<file path="config.mk">
export PLATFORM = sky130hd
export DESIGN_NAME = seq_addsub_flat
export DESIGN_NICKNAME = d
export VERILOG_FILES = /design/src/rtl/seq_addsub_pkg.sv /design/src/rtl/seq_addsub_if.sv /design/src/rtl/seq_chunk_adder.sv /design/src/rtl/seq_addsub.sv /design/src/flat_wrapper.sv
export SDC_FILE = /design/constraint.sdc
export NUM_CORES = 1
export LEC_CHECK = 0
export ABC_CLOCK_PERIOD_IN_PS = 9600
export CORE_MARGIN = 4
export CORE_UTILIZATION = 32
export DETAILED_ROUTE_END_ITERATION = 7
export MAX_ROUTING_LAYER = met4
export PLACE_DENSITY = 0.62
export SYNTH_ARGS = -nofsm -noshare
export SYNTH_HDL_FRONTEND = slang
export SYNTH_HIERARCHICAL = 1
export SYNTH_SLANG_ARGS = --single-unit
export TNS_END_PERCENT = 10
</file>
<file path="constraint.sdc">
create_clock -name clk -period 9.6 [get_ports clk]
set_input_delay 0.96 -clock clk [delete_from_list [all_inputs] [get_ports clk]]
set_output_delay 0.96 -clock clk [all_outputs]
set_load 0.1 [all_outputs]
</file>
<file path="src/rtl/seq_addsub_pkg.sv">
// Shared types and helpers for the sequential adder/subtractor.
package seq_addsub_pkg;

  // Controller states: accept operands, walk the chunks, present the result.
  typedef enum logic [1:0] {
    ST_IDLE = 2'd0,
    ST_RUN  = 2'd1,
    ST_DONE = 2'd2
  } state_t;

  // Ceiling log2 with a floor of one bit, so a single-chunk build still has an index register.
  function automatic int idx_width(input int n);
    int w;
    w = 1;
    while ((1 << w) < n) w++;
    return w;
  endfunction

endpackage

</file>
<file path="src/rtl/seq_addsub_if.sv">
// Operand/result bus for seq_addsub.
// Handshake: a transfer happens on a rising clk edge where valid and ready are both high.
// The producer holds its payload stable while valid is high; ready never depends
// combinationally on valid, and the consumer must sample the payload only while valid is high.
interface seq_addsub_if #(
  parameter int WIDTH = 32
);
  logic             in_valid;
  logic             in_ready;
  logic [WIDTH-1:0] a;
  logic [WIDTH-1:0] b;
  logic             ci;
  logic             sub;
  logic             out_valid;
  logic             out_ready;
  logic [WIDTH-1:0] s;
  logic             co;
  logic             ovf;

  // Environment side: supplies operands and accepts results.
  modport master (
    output in_valid, a, b, ci, sub, out_ready,
    input  in_ready, out_valid, s, co, ovf
  );

  // Arithmetic block side.
  modport slave (
    input  in_valid, a, b, ci, sub, out_ready,
    output in_ready, out_valid, s, co, ovf
  );
endinterface

</file>
<file path="src/rtl/seq_chunk_adder.sv">
// Combinational CHUNK-bit ripple adder. Also exposes the carry into the MSB so the
// caller can form signed overflow as (carry into MSB) xor (carry out of MSB).
module seq_chunk_adder #(
  parameter int CHUNK = 8
) (
  input  logic [CHUNK-1:0] i_a,
  input  logic [CHUNK-1:0] i_b,
  input  logic             i_ci,
  output logic [CHUNK-1:0] o_s,
  output logic             o_co,
  output logic             o_msb_ci
);

  // Bit-serial ripple of the carry through the chunk.
  always_comb begin
    logic [CHUNK:0] v_c;
    v_c      = '0;
    o_s      = '0;
    v_c[0]   = i_ci;
    for (int i = 0; i < CHUNK; i++) begin
      o_s[i]   = i_a[i] ^ i_b[i] ^ v_c[i];
      v_c[i+1] = (i_a[i] & i_b[i]) | (i_a[i] & v_c[i]) | (i_b[i] & v_c[i]);
    end
    o_co     = v_c[CHUNK];
    o_msb_ci = v_c[CHUNK-1];
  end

endmodule

</file>
<file path="src/rtl/seq_addsub.sv">
// Multi-cycle WIDTH-bit adder/subtractor, CHUNK bits per clock.
// Subtraction is a + ~b + ~ci, so the operand and carry are inverted once on accept
// and the datapath only ever adds. Result, carry-out and overflow are held in DONE
// until the consumer takes them.
import seq_addsub_pkg::*;

module seq_addsub #(
  parameter int WIDTH = 32,
  parameter int CHUNK = 8
) (
  input  logic         clk,
  input  logic         rst,
  seq_addsub_if.slave  bus,
  output state_t       o_dbg_state
);

  localparam int              NCHUNK   = WIDTH / CHUNK;
  localparam int              IDXW     = idx_width(NCHUNK);
  localparam logic [IDXW-1:0] LAST_IDX = IDXW'(NCHUNK - 1);

  state_t           r_state;
  logic             r_in_ready;
  logic             r_out_valid;
  logic [WIDTH-1:0] r_a;
  logic [WIDTH-1:0] r_bx;
  logic [WIDTH-1:0] r_s;
  logic             r_carry;
  logic             r_co;
  logic             r_ovf;
  logic [IDXW-1:0]  r_idx;

  logic [CHUNK-1:0] w_a_chunk;
  logic [CHUNK-1:0] w_b_chunk;
  logic [CHUNK-1:0] w_sum;
  logic             w_cout;
  logic             w_msb_ci;

  assign w_a_chunk = r_a[r_idx*CHUNK +: CHUNK];
  assign w_b_chunk = r_bx[r_idx*CHUNK +: CHUNK];

  seq_chunk_adder #(
    .CHUNK (CHUNK)
  ) u_chunk (
    .i_a      (w_a_chunk),
    .i_b      (w_b_chunk),
    .i_ci     (r_carry),
    .o_s      (w_sum),
    .o_co     (w_cout),
    .o_msb_ci (w_msb_ci)
  );

  // Controller, chunk walker and result registers; handshake outputs are registered with the state.
  always_ff @(posedge clk) begin
    if (rst) begin
      r_state     <= ST_IDLE;
      r_in_ready  <= 1'b1;
      r_out_valid <= 1'b0;
      r_a         <= '0;
      r_bx        <= '0;
      r_s         <= '0;
      r_carry     <= 1'b0;
      r_co        <= 1'b0;
      r_ovf       <= 1'b0;
      r_idx       <= '0;
    end else begin
      case (r_state)
        ST_IDLE: begin
          if (bus.in_valid) begin
            r_a        <= bus.a;
            r_bx       <= bus.b ^ {WIDTH{bus.sub}};
            r_carry    <= bus.ci ^ bus.sub;
            r_idx      <= '0;
            r_in_ready <= 1'b0;
            r_state    <= ST_RUN;
          end
        end
        ST_RUN: begin
          r_s[r_idx*CHUNK +: CHUNK] <= w_sum;
          r_carry                   <= w_cout;
          if (r_idx == LAST_IDX) begin
            // Last chunk holds the MSB: its carries give co and signed overflow.
            r_co        <= w_cout;
            r_ovf       <= w_cout ^ w_msb_ci;
            r_out_valid <= 1'b1;
            r_state     <= ST_DONE;
          end else begin
            r_idx <= r_idx + 1'b1;
          end
        end
        ST_DONE: begin
          if (bus.out_ready) begin
            r_out_valid <= 1'b0;
            r_in_ready  <= 1'b1;
            r_state     <= ST_IDLE;
          end
        end
        default: begin
          r_out_valid <= 1'b0;
          r_in_ready  <= 1'b1;
          r_state     <= ST_IDLE;
        end
      endcase
    end
  end

  assign bus.in_ready  = r_in_ready;
  assign bus.out_valid = r_out_valid;
  assign bus.s         = r_s;
  assign bus.co        = r_co;
  assign bus.ovf       = r_ovf;
  assign o_dbg_state   = r_state;

endmodule

</file>
<file path="src/flat_wrapper.sv">
// flat-port wrapper written by rule: the top's interface ports become plain ports
module seq_addsub_flat 
#(
  parameter int WIDTH = 32,
  parameter int CHUNK = 8
)
  (clk, rst, o_dbg_state, bus_in_valid, bus_a, bus_b, bus_ci, bus_sub, bus_out_ready, bus_in_ready, bus_out_valid, bus_s, bus_co, bus_ovf);
  seq_addsub_if #(.WIDTH(WIDTH)) bus_i ();
  input  logic clk;
  input  logic rst;
  output state_t o_dbg_state;
  input wire logic [$bits(bus_i.in_valid)-1:0] bus_in_valid;
  input wire logic [$bits(bus_i.a)-1:0] bus_a;
  input wire logic [$bits(bus_i.b)-1:0] bus_b;
  input wire logic [$bits(bus_i.ci)-1:0] bus_ci;
  input wire logic [$bits(bus_i.sub)-1:0] bus_sub;
  input wire logic [$bits(bus_i.out_ready)-1:0] bus_out_ready;
  output wire logic [$bits(bus_i.in_ready)-1:0] bus_in_ready;
  output wire logic [$bits(bus_i.out_valid)-1:0] bus_out_valid;
  output wire logic [$bits(bus_i.s)-1:0] bus_s;
  output wire logic [$bits(bus_i.co)-1:0] bus_co;
  output wire logic [$bits(bus_i.ovf)-1:0] bus_ovf;
  assign bus_i.in_valid = bus_in_valid;
  assign bus_i.a = bus_a;
  assign bus_i.b = bus_b;
  assign bus_i.ci = bus_ci;
  assign bus_i.sub = bus_sub;
  assign bus_i.out_ready = bus_out_ready;
  assign bus_in_ready = bus_i.in_ready;
  assign bus_out_valid = bus_i.out_valid;
  assign bus_s = bus_i.s;
  assign bus_co = bus_i.co;
  assign bus_ovf = bus_i.ovf;
  seq_addsub #(.WIDTH(WIDTH), .CHUNK(CHUNK)) u_core (.clk(clk), .rst(rst), .bus(bus_i), .o_dbg_state(o_dbg_state));
endmodule
</file>
* Yosys cells after proc, flatten, opt, wreduce, memory -nomap -nowiden
Cells that the tools add are included.
** Operators by class
- $add $sub $neg :: 2
- Multiply operators :: 0
- Divide/modulo/power cells :: 0
- $lt $le $gt $ge :: 0
- Equal/unequal tests :: 7
- Shifts and indexed selects :: 4
- Multiplexer cells :: 16
- Bitwise logic cells :: 61
- Reduce and logical (&&, ||, !) cells :: 9
** Operators with widths (count)
- indexed part select 32 x 6 -> 8 bit :: 2
- negator 5 -> 34 bit :: 1
- variable shift 8 x 34 -> 32 bit (first input constant) :: 1
- indexed part select 8 x 34 -> 32 bit :: 1
- bitwise mux 32 bit :: 1
- bitwise XOR 32 bit :: 1
- bitwise AND 1 bit :: 24
- bitwise XOR 1 bit :: 18
- OR 1 bit :: 16
- AND reduction 3 bit :: 4
- two-way mux 2 bit :: 5
- != test 2 bit (second input constant) :: 3
- one-hot mux 1 bit (3 select lines) :: 2
- one-hot mux 2 bit (3 select lines) :: 1
- AND reduction 2 bit :: 3
- two-way mux 1 bit :: 5
- == test 2 bit (second input constant) :: 2
- one-hot mux 2 bit (2 select lines) :: 1
- adder 2 x 1 -> 2 bit (second input constant) :: 1
- == test 2 x 1 -> 1 bit (second input constant) :: 1
- logical NOT 2 bit :: 1
- != test 2 x 1 -> 1 bit (second input constant) :: 1
- NOT 1 bit :: 2
- one-hot mux 1 bit (2 select lines) :: 1
- nonzero test 2 bit :: 1
** Word-level totals
- Bits in registers :: 105
- Bits in latches :: 0
- RAM bits :: 0
- Bits in read-only memories :: 0
- Input bits :: 70
- Output and inout port bits :: 38
- Word-level logic and storage cells :: 109
- Memories :: 0

* Depth between registers and ports, before layout
- Word-level depth :: 26
- Gate-level depth with buffers :: 18
- Gate-level depth less buffers :: 16

* Hierarchy
Netlist, hierarchy kept.
** Modules (own cells, without submodules)
- seq_addsub :: instances 1, cells an instance 443, area an instance 4405.5 µm², sequential area each 2102.0 µm²
- seq_chunk_adder :: instances 1, cells an instance 18, area an instance 197.7 µm², sequential area each 0.0 µm²

* Worst setup path after synthesis
No wires, ideal clock.
- Path type :: register to register
- From :: reg u_core.r_idx[0]
- To :: reg u_core.r_s[23], in the netlist u_core/bus.s[23]
- Library setup time :: 0.062 ns
- Data arrival time :: 4.603 ns
- Data required time :: 9.538 ns
- Slack :: 4.935 ns
- Cell stages (with the launch flop) :: 17
- Buffers on the path :: 2
- Period minus slack after synthesis :: 4.665 ns
- Path through :: dfxtp_1 -> buf_4 -> buf_4 -> mux4_2 -> inv_1 -> fa_1 -> inv_1 -> fa_1 -> fa_1 -> fa_1 -> fa_1 -> fa_1 -> fa_1 -> inv_1 -> fa_1 -> inv_1 -> a22o_1
** On the way
- Cells in the longest elaborated chain, start to end :: 25
- Elaborated cells on any way between the ends :: 57
- Those cells by class :: add/sub (1); shift (4); mux (1); bitwise (51)
** Ends and longest elaborated chain
- start: declaration :: RTL line seq_addsub.sv:30 : logic [IDXW-1:0] r_idx;
- start signal: assignment :: RTL line seq_addsub.sv:87 : r_idx <= r_idx + 1'b1;
- indexed part select 32 x 6 -> 8 bit (*) :: RTL line seq_addsub.sv:38 : assign w_a_chunk = r_a[r_idx*CHUNK +: CHUNK];
- via u_core.w_a_chunk[0] :: RTL line seq_addsub.sv:32 : logic [CHUNK-1:0] w_a_chunk;
- bitwise AND 1 bit :: RTL line seq_chunk_adder.sv:22 : v_c[i+1] = (i_a[i] & i_b[i]) | (i_a[i] & v_c[i]) | (i_b[i] & v_c[i]);
- OR 1 bit (*) (2 in a row) :: RTL line seq_chunk_adder.sv:22
- bitwise AND 1 bit :: RTL line seq_chunk_adder.sv:22
- OR 1 bit :: RTL line seq_chunk_adder.sv:22
- OR 1 bit (*) :: RTL line seq_chunk_adder.sv:22
- bitwise AND 1 bit :: RTL line seq_chunk_adder.sv:22
- [11 not listed]
- bitwise AND 1 bit :: RTL line seq_chunk_adder.sv:22
- OR 1 bit :: RTL line seq_chunk_adder.sv:22
- OR 1 bit (*) :: RTL line seq_chunk_adder.sv:22
- via u_core.w_msb_ci :: RTL line seq_addsub.sv:36 : logic w_msb_ci;
- bitwise XOR 1 bit (*) :: RTL line seq_chunk_adder.sv:21 : o_s[i] = i_a[i] ^ i_b[i] ^ v_c[i];
- via u_core.w_sum[7] :: RTL line seq_addsub.sv:34 : logic [CHUNK-1:0] w_sum;
- indexed part select 8 x 34 -> 32 bit (*) :: RTL line seq_addsub.sv:78 : r_s[r_idx*CHUNK +: CHUNK] <= w_sum;
- bitwise mux 32 bit (*) :: RTL line seq_addsub.sv:78
- end signal: indexed assignment :: RTL line seq_addsub.sv:78
- end: declaration :: RTL line seq_addsub.sv:26 : logic [WIDTH-1:0] r_s;
Mark *: on every way through the listed nets, which the timed path passes. The rest lies on a longest branch.
A chain may end at the register's enable or synchronous reset.

* Final worst setup path
- From :: reg u_core.r_idx[0]
- To :: reg u_core.r_s[7], in the netlist u_core/bus.s[7]
** On the way
- Cells in the longest elaborated chain, start to end :: 25
- Elaborated cells on any way between the ends :: 57
- Those cells by class :: add/sub (1); shift (4); mux (1); bitwise (51)
** Ends and longest elaborated chain
- indexed part select 32 x 6 -> 8 bit (*) :: RTL line seq_addsub.sv:39 : assign w_b_chunk = r_bx[r_idx*CHUNK +: CHUNK];
- via u_core.w_b_chunk[0] :: RTL line seq_addsub.sv:33 : logic [CHUNK-1:0] w_b_chunk;
- bitwise AND 1 bit :: RTL line seq_chunk_adder.sv:22
- OR 1 bit :: RTL line seq_chunk_adder.sv:22
- OR 1 bit (*) :: RTL line seq_chunk_adder.sv:22
- bitwise AND 1 bit :: RTL line seq_chunk_adder.sv:22
- OR 1 bit :: RTL line seq_chunk_adder.sv:22
- OR 1 bit (*) :: RTL line seq_chunk_adder.sv:22
- [12 not listed]
- bitwise AND 1 bit :: RTL line seq_chunk_adder.sv:22
- OR 1 bit :: RTL line seq_chunk_adder.sv:22
- OR 1 bit (*) :: RTL line seq_chunk_adder.sv:22
- via u_core.w_msb_ci :: RTL line seq_addsub.sv:36
- bitwise XOR 1 bit (*) :: RTL line seq_chunk_adder.sv:21
- via u_core.w_sum[7] :: RTL line seq_addsub.sv:34
- indexed part select 8 x 34 -> 32 bit (*) :: RTL line seq_addsub.sv:78
- bitwise mux 32 bit (*) :: RTL line seq_addsub.sv:78
Marked as above.

==> summary.md <==
| Metric | Value |
|---|---|
| Run status | finished clean |
| Combinational share of power | 18.5% |
| Async set-or-reset flop fraction in the synthesized netlist | 0% |
| Largest driver fanout on the critical path | 18 |
| Number of sinks driven by the clock tree | 105 |
| Cell variety after synth | 39 |
| Final hold slack | 456.4 ps |
| R2R Setup Slk | 4690 ps |
| First-pass GRT wire length | 18,450 um |
| Fraction of layout cells with a size suffix above 1 | 7.818% |
| Synth top area share | 45.66% |
| Residual DRC count | 0 |
| Skew-Pair Late Insertion Delay | 340 ps |
| Switching share of power | 28.21% |
| Final critical-path share of the clock period | 51.19% |
| Number of detailed-routing iterations run before antenna repair | 4 |
| Sequential area share after synthesis | 45.66% |
| Die height | 127.9 um |
| Clock slew at reported path FFs | 70 ps |
| Total area of multi-input combinational cells | 2272 um^2 |
| Internal power | 723.4 uW |
| Count of input and output buffers | 107 |
| Fmax | 203.5 MHz |
| Storage element area | 2102 um^2 |
| Post-CTS sizing | 0 |
| Number of failing setup endpoints in the final timing report | 0 |
| Remaining antenna violation count | 0 |
| Number of enable flip-flop cells after synthesis | 0 |
| Most used flip-flop cell after synthesis | dfxtp_1 |
| Vias per Instance | 4.888 |
| Count of pins on the block boundary | 108 |
| Headroom to the max-slew limit | 28.98% |
| Power share of the sequential group | 47.2% |
| CTS tree | yes |
| Shortest clock period the worst path allows after layout | 4914 ps |
| Syn Inst Count | 461 |
| Antenna violations before repair | 0 |
| Core outline area | 13,990 um^2 |
| Hold buffer count at cts | 0 |
| Cell types occupying the most area after synthesis | dfxtp_1 46%, mux4_2 7.8%, xnor2_1 6.3% |
| Count of maximum capacitance violations | 0 |
| Routability congestion estimate from global placement | 0.7773 |
| Via count of the routed design | 3,568 |
| Number of buffers added by the clock tree synthesis step | 9 |
| Die boundary width | 127.9 um |
| Number of global-route vias before repair | 3,646 |
| Type of element launching the critical path | flop |
| Total negative slack | 0 ps |
| Layer with the highest usage | met2 |
| Number of inserted diodes | 0 |
| Area enclosed by the die boundary | 16,370 um^2 |
| Layout Utilization | 43.00% |
| Number of H-tree levels | 3 |
| Power density cells | 167.5 nW/um^2 |
| CTS root buffer | clkbuf_16 |
| Dominant cell type by area after synthesis | dfxtp_1 |
| GR Layer Usage met3 | 2.833% |
| Sw power | 284.2 uW |
| GRT Overall Usage | 14.43% |
| Setup repair bufs after CTS | 0 |
| Syn_nets | 545 |
| Largest net degree at the start of global routing | 98 |
| Area growth syn-to-layout | 30.66% |
| Remaining global-route overflow | 0 |
| Clock Skew | 7.698 ps |
| Routed wire per std cell | 15.40 um |
| Sum of net half-perimeters after detailed placement | 8429 um |
| Largest buffer count on any clock path | 2 |
| Initial detailed-routing violation count | 266 |
| Count of final hold-check violations | 0 |
| Data required time at the worst endpoint | 9880 ps |
| Unrepaired setup endpoints after global routing | false |
| Total wire length after detailed routing | 11,240 um |
| Worst min path class | flop to flop |
| Final slew viol count | 0 |
| Avg Synthesized Cell Area | 9.985 um^2 |
| Initial core utilization | 32.91% |
| Worst path arrival time | 5190 ps |
| Met1 track demand over resource in global routing | 18.47% |
| Element type at the critical path end | flop |
| Nets@finish | 629 |
| Critical path type | flop to flop |
| Count of fill cells added during filler insertion | 1,321 |
| Met2 GRT Util | 22.86% |
| Cell area after synthesis | 4603 um^2 |
| Worst supply voltage drop on vdd | 0.08586 mV |
| Register bit count reported by yosys | 105 |
| Leakage | 2.171 nW |
| YS warnings | 6 |
| Least-Margin Pin Slew | 1065 ps |
| Clock network fraction of design power | 34.3% |
| Rows | 43 |
placed cells by master, fill, tap and decap left out, types with 4 or more instances in the layout:
cell,instances
clkdlybuf4s50_1,105
dfxtp_1,105
nand2_1,66
a21oi_1,43
nor2_1,36
xnor2_1,33
a211oi_1,33
a22o_1,30
mux4_2,16
inv_1,12
clkbuf_16,9
fa_1,8
ha_1,6
nor2b_1,4
buf_4,4
cells in the mapped netlist (2+ instances only):
cell	n
buf_1	3
mux4_2	16
a211oi_1	33
clkbuf_1	8
nand4_1	2
nand2b_1	2
and3_1	2
and4_1	2
inv_1	12
ha_1	6
a21oi_1	43
buf_2	24
nor2b_1	4
dfxtp_1	105
a21bo_2	2
xnor2_1	33
fa_1	8
a22o_1	30
nor3_1	2
buf_4	3
nand3b_1	2
nand3_1	2
nand2_1	66
nor2_1	36
registers in the layout, indices dropped and copies added, names as in the netlist:
| name | flops |
|---|---|
| u_core/bus.ovf | 1 |
| u_core/bus.out_valid | 1 |
| u_core/bus.s | 32 |
| u_core/r_carry | 1 |
| u_core/r_idx | 2 |
| u_core/bus.in_ready | 1 |
| u_core/o_dbg_state | 2 |
| u_core/r_bx | 32 |
| u_core/r_a | 32 |
| u_core/bus.co | 1 |
critical path: stages (launching register included):
cell and delay, ps:
dfxtp_1 470, buf_4 380, mux4_2 540, inv_1 90, fa_1 160, inv_1 50, fa_1 370, fa_1 390
fa_1 420, fa_1 400, fa_1 390, fa_1 410, inv_1 90, fa_1 410, inv_1 120, a22o_1 160
cell type report:
class | count | share of cell area, %
Inverter | 12 | 0.7489
Tap cell | 180 | 3.745
Timing Repair Buffer | 111 | 18.14
Multi-Input combinational cell | 306 | 37.78
Sequential cell | 105 | 34.95
Clock buffer | 11 | 3.869
Clock inverter | 5 | 0.7697
routing by layer:
layer  share of wire [%]  vias to the layer above  wire length [um]
li1                    -                     1780                 -
met1                  46                     1690              5187
met2                  47                       82              5320
met3                 4.7                       16               527
met4                 1.8                        0               206
met5                   0                        -                 0
cell families (layout without fill, tap and decap cells):
kind of cell	count (synthesis)	in the layout	synth area share [%]
AOI/OAI and AO/OA	114	114	17.34
xor gates and xnor gates	34	34	6.469
adders and majority gates	14	14	5.110
buffers and inverters	50	139	4.974
DFF	105	105	45.66
muxes	16	16	7.828
and+or+nand+nor	128	128	12.61
power by group through the flow:
stage | Clock (mW) | Combinational, mW | Sequential [mW]
after global routing | 0.369 | 0.204 | 0.479
after global placement | 0 | 0.184 | 0.485
after detailed placement | 0 | 0.188 | 0.486
after CTS | 0.351 | 0.188 | 0.476
after floorplan | 0 | 0.107 | 0.501
final | 0.345 | 0.187 | 0.476
path summary, 6_finish.rpt:
check,cells past startpoint,to,startpoint
worst max-delay path,15,u_core/bus.s[7]$_SDFFE_PP0P_,u_core/r_idx[0]$_SDFFE_PP0P_
worst min-delay path,2,u_core/r_a[19]$_SDFFE_PP0P_,u_core/r_a[19]$_SDFFE_PP0P_
worst max register to register,15,u_core/bus.s[7]$_SDFFE_PP0P_,u_core/r_idx[0]$_SDFFE_PP0P_
worst min register to register,2,u_core/r_a[19]$_SDFFE_PP0P_,u_core/r_a[19]$_SDFFE_PP0P_
per-stage QoR:
step	instances	power (mW)	setup slack, ps	instance area [um^2]
4_1_cts	730	1.014	4659	6015
3_3_place_gp	714	0.6690	4798	5736
6_report	730	1.008	4686	6015
5_1_grt	730	1.052	4388	6015
2_1_floorplan	461	0.6083	4935	4603
3_5_place_dp	714	0.6733	4698	5736
Note: power is estimated with default switching activity, not from simulation.
